<file path="src/rtl/rotate_request_sequencer_pkg.sv">
// rotate_request_sequencer_pkg: shared widths, request type and direction-to-amount helper
package rotate_pkg;
    localparam int DATA_W = 16;
    localparam int AMT_W = 4;
    typedef struct packed {
        logic [DATA_W-1:0] data;
        logic [AMT_W-1:0]  s;
    } rot_req_t;
    function automatic logic [AMT_W-1:0] to_right_amt(input logic [AMT_W-1:0] amt, input logic dir);
        return dir ? ~amt + AMT_W'(1) : amt;
    endfunction
endpackage

</file>
<file path="src/rtl/rotate_request_sequencer_if.sv">
// rotate_request_sequencer_if: request, rotator and result signals of the sequencer
interface rotate_request_sequencer_if #(parameter int DEPTH = 4);
    logic                         in_valid;
    logic                         in_ready;
    logic [15:0]                  in_data;
    logic [3:0]                   in_amt;
    logic                         in_dir;
    logic [15:0]                  rot_aa;
    logic [3:0]                   rot_s;
    logic [15:0]                  rot_sho;
    logic                         out_valid;
    logic                         out_ready;
    logic [15:0]                  out_data;
    logic [$clog2(DEPTH+1)-1:0]   count;
    modport slave (
        input  in_valid, in_data, in_amt, in_dir, rot_sho, out_ready,
        output in_ready, rot_aa, rot_s, out_valid, out_data, count
    );
    modport master (
        output in_valid, in_data, in_amt, in_dir, rot_sho, out_ready,
        input  in_ready, rot_aa, rot_s, out_valid, out_data, count
    );
endinterface

</file>
<file path="src/rtl/rotate_request_sequencer_fifo.sv">
// rotate_req_fifo: power-of-two request FIFO with combinational head and occupancy count
module rotate_req_fifo import rotate_pkg::*; #(
    parameter int DEPTH = 4
) (
    input  logic                       clk,
    input  logic                       rst,
    input  logic                       push_i,
    input  logic                       pop_i,
    input  rot_req_t                   din_i,
    output rot_req_t                   head_o,
    output logic [$clog2(DEPTH+1)-1:0] count_o,
    output logic                       full_o,
    output logic                       empty_o
);
    localparam int PW = $clog2(DEPTH);
    localparam int CW = $clog2(DEPTH+1);
    rot_req_t        mem_q [DEPTH];
    logic [PW-1:0]   wr_q, rd_q;
    logic [CW-1:0]   count_q, count_d;
    logic            do_push, do_pop;
    assign full_o  = count_q == CW'(DEPTH);
    assign empty_o = count_q == '0;
    assign do_push = push_i && !full_o;
    assign do_pop  = pop_i && !empty_o;
    assign count_d = count_q + CW'(do_push) - CW'(do_pop);
    assign head_o  = mem_q[rd_q];
    assign count_o = count_q;
    // Storage is written only on accepted pushes; contents need no reset.
    always_ff @(posedge clk) begin
        if (do_push) mem_q[wr_q] <= din_i;
    end
    // Pointers wrap naturally because DEPTH is a power of two.
    always_ff @(posedge clk) begin
        if (rst) begin
            wr_q    <= '0;
            rd_q    <= '0;
            count_q <= '0;
        end else begin
            if (do_push) wr_q <= wr_q + PW'(1);
            if (do_pop) rd_q <= rd_q + PW'(1);
            count_q <= count_d;
        end
    end
endmodule

</file>
<file path="src/rtl/rotate_request_sequencer.sv">
// rotate_request_sequencer: buffers rotate requests, drives the rotator from the FIFO head and registers results
module rotate_request_sequencer import rotate_pkg::*; #(
    parameter int DEPTH = 4
) (
    input logic                         clk,
    input logic                         rst,
    rotate_request_sequencer_if.slave   bus
);
    rot_req_t           req, head;
    logic               full, empty, push, pop;
    logic               out_valid_q;
    logic [DATA_W-1:0]  out_data_q;
    assign req  = '{data: bus.in_data, s: to_right_amt(bus.in_amt, bus.in_dir)};
    assign push = bus.in_valid && !full;
    assign pop  = !empty && (!out_valid_q || bus.out_ready);
    rotate_req_fifo #(.DEPTH(DEPTH)) u_fifo (
        .clk     (clk),
        .rst     (rst),
        .push_i  (push),
        .pop_i   (pop),
        .din_i   (req),
        .head_o  (head),
        .count_o (bus.count),
        .full_o  (full),
        .empty_o (empty)
    );
    assign bus.in_ready  = !full;
    assign bus.rot_aa    = empty ? '0 : head.data;
    assign bus.rot_s     = empty ? '0 : head.s;
    assign bus.out_valid = out_valid_q;
    assign bus.out_data  = out_data_q;
    // Result register: capture on pop, drop valid when consumed with nothing behind it.
    always_ff @(posedge clk) begin
        if (rst) begin
            out_valid_q <= 1'b0;
            out_data_q  <= '0;
        end else if (pop) begin
            out_valid_q <= 1'b1;
            out_data_q  <= bus.rot_sho;
        end else if (bus.out_ready) begin
            out_valid_q <= 1'b0;
        end
    end
endmodule

</file>
<file path="src/flat_wrapper.sv">
// flat-port wrapper written by rule: the top's interface ports become plain ports
module rotate_request_sequencer_flat import rotate_pkg::*;
#(
    parameter int DEPTH = 4
)
  (clk, rst, bus_in_valid, bus_in_data, bus_in_amt, bus_in_dir, bus_rot_sho, bus_out_ready, bus_in_ready, bus_rot_aa, bus_rot_s, bus_out_valid, bus_out_data, bus_count);
  rotate_request_sequencer_if #(.DEPTH(DEPTH)) bus_i ();
  input logic clk;
  input logic rst;
  input wire logic [$bits(bus_i.in_valid)-1:0] bus_in_valid;
  input wire logic [$bits(bus_i.in_data)-1:0] bus_in_data;
  input wire logic [$bits(bus_i.in_amt)-1:0] bus_in_amt;
  input wire logic [$bits(bus_i.in_dir)-1:0] bus_in_dir;
  input wire logic [$bits(bus_i.rot_sho)-1:0] bus_rot_sho;
  input wire logic [$bits(bus_i.out_ready)-1:0] bus_out_ready;
  output wire logic [$bits(bus_i.in_ready)-1:0] bus_in_ready;
  output wire logic [$bits(bus_i.rot_aa)-1:0] bus_rot_aa;
  output wire logic [$bits(bus_i.rot_s)-1:0] bus_rot_s;
  output wire logic [$bits(bus_i.out_valid)-1:0] bus_out_valid;
  output wire logic [$bits(bus_i.out_data)-1:0] bus_out_data;
  output wire logic [$bits(bus_i.count)-1:0] bus_count;
  assign bus_i.in_valid = bus_in_valid;
  assign bus_i.in_data = bus_in_data;
  assign bus_i.in_amt = bus_in_amt;
  assign bus_i.in_dir = bus_in_dir;
  assign bus_i.rot_sho = bus_rot_sho;
  assign bus_i.out_ready = bus_out_ready;
  assign bus_in_ready = bus_i.in_ready;
  assign bus_rot_aa = bus_i.rot_aa;
  assign bus_rot_s = bus_i.rot_s;
  assign bus_out_valid = bus_i.out_valid;
  assign bus_out_data = bus_i.out_data;
  assign bus_count = bus_i.count;
  rotate_request_sequencer #(.DEPTH(DEPTH)) u_core (.clk(clk), .rst(rst), .bus(bus_i));
endmodule
</file>
<file path="config.mk">
export PLATFORM = sky130hd
export DESIGN_NAME = rotate_request_sequencer_flat
export DESIGN_NICKNAME = d
export VERILOG_FILES = /design/src/rtl/rotate_request_sequencer_pkg.sv /design/src/rtl/rotate_request_sequencer_if.sv /design/src/rtl/rotate_request_sequencer_fifo.sv /design/src/rtl/rotate_request_sequencer.sv /design/src/flat_wrapper.sv
export SDC_FILE = /design/constraint.sdc
export NUM_CORES = 1
export LEC_CHECK = 0
export ABC_CLOCK_PERIOD_IN_PS = 2900
export CAP_MARGIN = 30
export CORE_MARGIN = 2
export CORE_UTILIZATION = 30
export DETAILED_ROUTE_END_ITERATION = 12
export SLEW_MARGIN = 40
export SYNTH_ARGS = -nofsm -noshare
export SYNTH_HDL_FRONTEND = slang
export SYNTH_HIERARCHICAL = 1
export SYNTH_SLANG_ARGS = --single-unit
</file>
<file path="constraint.sdc">
create_clock -name clk -period 2.9 [get_ports clk]
set_clock_uncertainty 0.2 [all_clocks]
set_input_delay 0.87 -clock clk [delete_from_list [all_inputs] [get_ports clk]]
set_output_delay 0.87 -clock clk [all_outputs]
set_load 0.005 [all_outputs]
</file>
==> reports/metrics.cfg <==
[critical_path]
ff2ff_path_depth=12
critPathArrivalTime_ns=1.78
setup.worst_path.start_class=register
crit_path_max_incr_delay_ns=0.49
cp.required_ns=1.83
worstSetupPathType=reg2out
crit_path_cell_trace=buf_12, mux4_2, nor2b_2, dlygate4sd2_1
cp_max_fo=10
slowest_stage=mux4_2
end_kind=output port

[grt]
grt_pass1_vias=2596
globalRouteOverflowTotal=0
grt_max_degree=25
antenna_found_initial=0
track_usage=0.112
grt_pass1_wl_um=13400

[synthesis]
ys_ff_latch=106
synth_area_leaders=edfxtp_1, dfxtp_1, mux4_2, mux2i_1, nor2b_1
yosys.area.top_type_share=0.548
synthesis.area_um2=4380
syn_avg_cell_area_um2=16.8
synth_top_cell_by_area=edfxtp_1
syn-num-nets=310
seq_area_frac_synth=0.667
yosysUniqueCellTypes=32
yosysWarningCount=6
synthCells=261

[timing]
whs_ns=0.278
rsz0062_at_grt=true
min_period_ns=2.85
finalHoldViolations=0
fin_ws_ns=0.0528
slew_headroom=0.555
fmax_mhz=351
worst_slew_pin_slew_ns=0.666
fin_crit_sh=0.982
report.final.slew_viol_count=0
final-setup-viol-count=0

[run_status]
status=completed

[finish]
antenna_cells=0
drive_above_1_share=0.228
synthToLayoutAreaGrowth_pct=34.3
finish.net_count=408
fin_area_um2=5880

[clock_tree]
clkLatencyLatePin_ns=0.34
cts_tree=done
clkTransAtPathRegs_ns=0.07
cts_num_sinks=106
cts_buffer_depth=2
cts-root-buf=clkbuf_16
cts-buffers-inserted=9
htree_levels=3
cts_hold_buf=0

[routing]
drc=0
vias=2382
ant_nets=0
drt-vias-per-instance=4.35
first_pass_iters=4
drt_iter0_markers=110
wirelength_um=8200
routedWlPerCell_um=15.0

[die]
io_pins=82
die_area_um2=15600
die_width_um=125
rows=44
die_h_um=125
fp.coreArea_um2=14400
start_util=0.304

[power]
ir_worst_vdd_uv=266
power_mw=4.75
p_leak_nw=2.08
power.density_nw_per_um2=808

[job]
max_cap_viol_count=0

[place]
port_buffers=81
placed_area_um2=5590
place_ws_ns=-0.341
dp_hpwl_um=5630
routabilityCongestion=0.733

[hold_path]
hold_depth=2
hold_class=reg2reg

[cell type report]
| cell class | count | area [µm²] |
|---|---|---|
| Fill cell | 1378 | 8540 |
| Sequential cell | 106 | 2930 |
| Multi-Input combinational cell | 132 | 1390 |
| Timing Repair Buffer | 99 | 1020 |
| Tap cell | 184 | 230 |
| Clock buffer | 10 | 229 |
| Clock inverter | 6 | 48.8 |
| Inverter | 11 | 41.3 |
[synthesized netlist by cell type (all sizes together)]
| cell type | n |
|---|---|
| or2b | 15 |
| clkbuf | 7 |
| inv | 11 |
| nor3 | 1 |
| nor2 | 4 |
| buf | 5 |
| or3 | 2 |
| dfxtp | 26 |
| a21oi | 3 |
| fa | 1 |
| mux2i | 17 |
| nor2b | 24 |
| xnor2 | 4 |
| edfxtp | 80 |
| and2 | 4 |
| nand2 | 2 |
| o31ai | 2 |
| mux4 | 20 |
| xor2 | 1 |
| nand2b | 21 |
| ha | 7 |
| nor3b | 1 |
| o21ai | 3 |
[cell usage in the layout, fill, tap and decap left out, drive strengths merged]
cell type and instances:
a21oi 3, and2 4, buf 18, clkbuf 10, clkdlybuf4s15 5, clkdlybuf4s50 60, clkinv 1, clkinvlp 2
dfxtp 26, dlygate4sd2 15, dlymetal6s2s 1, edfxtp 80, fa 1, ha 7, inv 14, mux2i 17
mux4 20, nand2 2, nand2b 21, nor2 4, nor2b 24, nor3 1, nor3b 1, o21ai 3
o31ai 2, or2b 15, or3 2, xnor2 4, xor2 1
[worst max-delay path: cells and delay by family (launching register included)]
kind                   cells  cell delay [ns]
flip-flops                 1             0.37
AND/OR/NAND/NOR            1             0.17
buffers and inverters      2             0.41
multiplexers               1             0.49
[registers in the layout, summed over array words and instances, names as in the netlist, named ones only]
register and flops:
u_core/u_fifo/mem_q 80, u_core/bus.out_data 16, u_core/u_fifo/count_o 3, u_core/bus.out_valid 1, u_core/u_fifo/rd_q 2, u_core/u_fifo/wr_q 2
[repair_timing]
| item | CTS | global route |
|---|---|---|
| pin swaps | 1 | 3 |
| resized for setup | 22 | 11 |
| endpoints found under the setup margin | 21 | 11 |
| buffers inserted | 1 | 0 |
[per-layer routing]
metal | share of wire | track usage | vias to the layer above | wire [µm]
met5 | 0 | 0 | - | 0
met1 | 0.41 | 0.126 | 1193 | 3340
met3 | 0.031 | 0.0236 | 9 | 256
met4 | 0.019 | 0.0549 | 0 | 157
li1 | - | - | 1144 | -
met2 | 0.54 | 0.200 | 36 | 4450
[path summary, 6_finish.rpt]
check / to / slack [ns] / from
hold reg to reg: u_core/bus.out_data[14] / 0.28 / u_core/bus.out_data[14]
hold / removal: u_core/bus.out_data[14] / 0.28 / u_core/bus.out_data[14]
setup reg to reg: u_core/u_fifo/count_o[2] / 0.31 / u_core/u_fifo/count_o[0]
setup / recovery: bus_rot_s[1] / 0.05 / register
[stage by stage]
stage                util  setup TNS (ns)  instances
finish              0.408               0        548
global route        0.408         -0.0375        548
CTS                 0.406               0        548
detailed placement  0.387          -0.539        531
global placement    0.387          -0.467        531
floorplan               -         -0.0993        261
[logic make-up (layout without fill, tap and decap cells)]
kind of cell,Yosys count,after routing,synth area share
adders and majority gates,8,8,0.0246
muxes,37,37,0.142
buffers and inverters,23,126,0.0274
AOI/OAI and AO/OA,8,8,0.0114
xor gates and xnor gates,5,5,0.0100
DFF,106,106,0.667
and+or+nand+nor,74,74,0.118
[report_power, final]
part           internal, mW  total, mW  switching [mW]
Clock                 0.593       1.12           0.526
Combinational         0.948       1.62           0.669
Sequential             1.90       2.02           0.118
Total                  3.44       4.75            1.31
(Power assumes the default switching activity.)
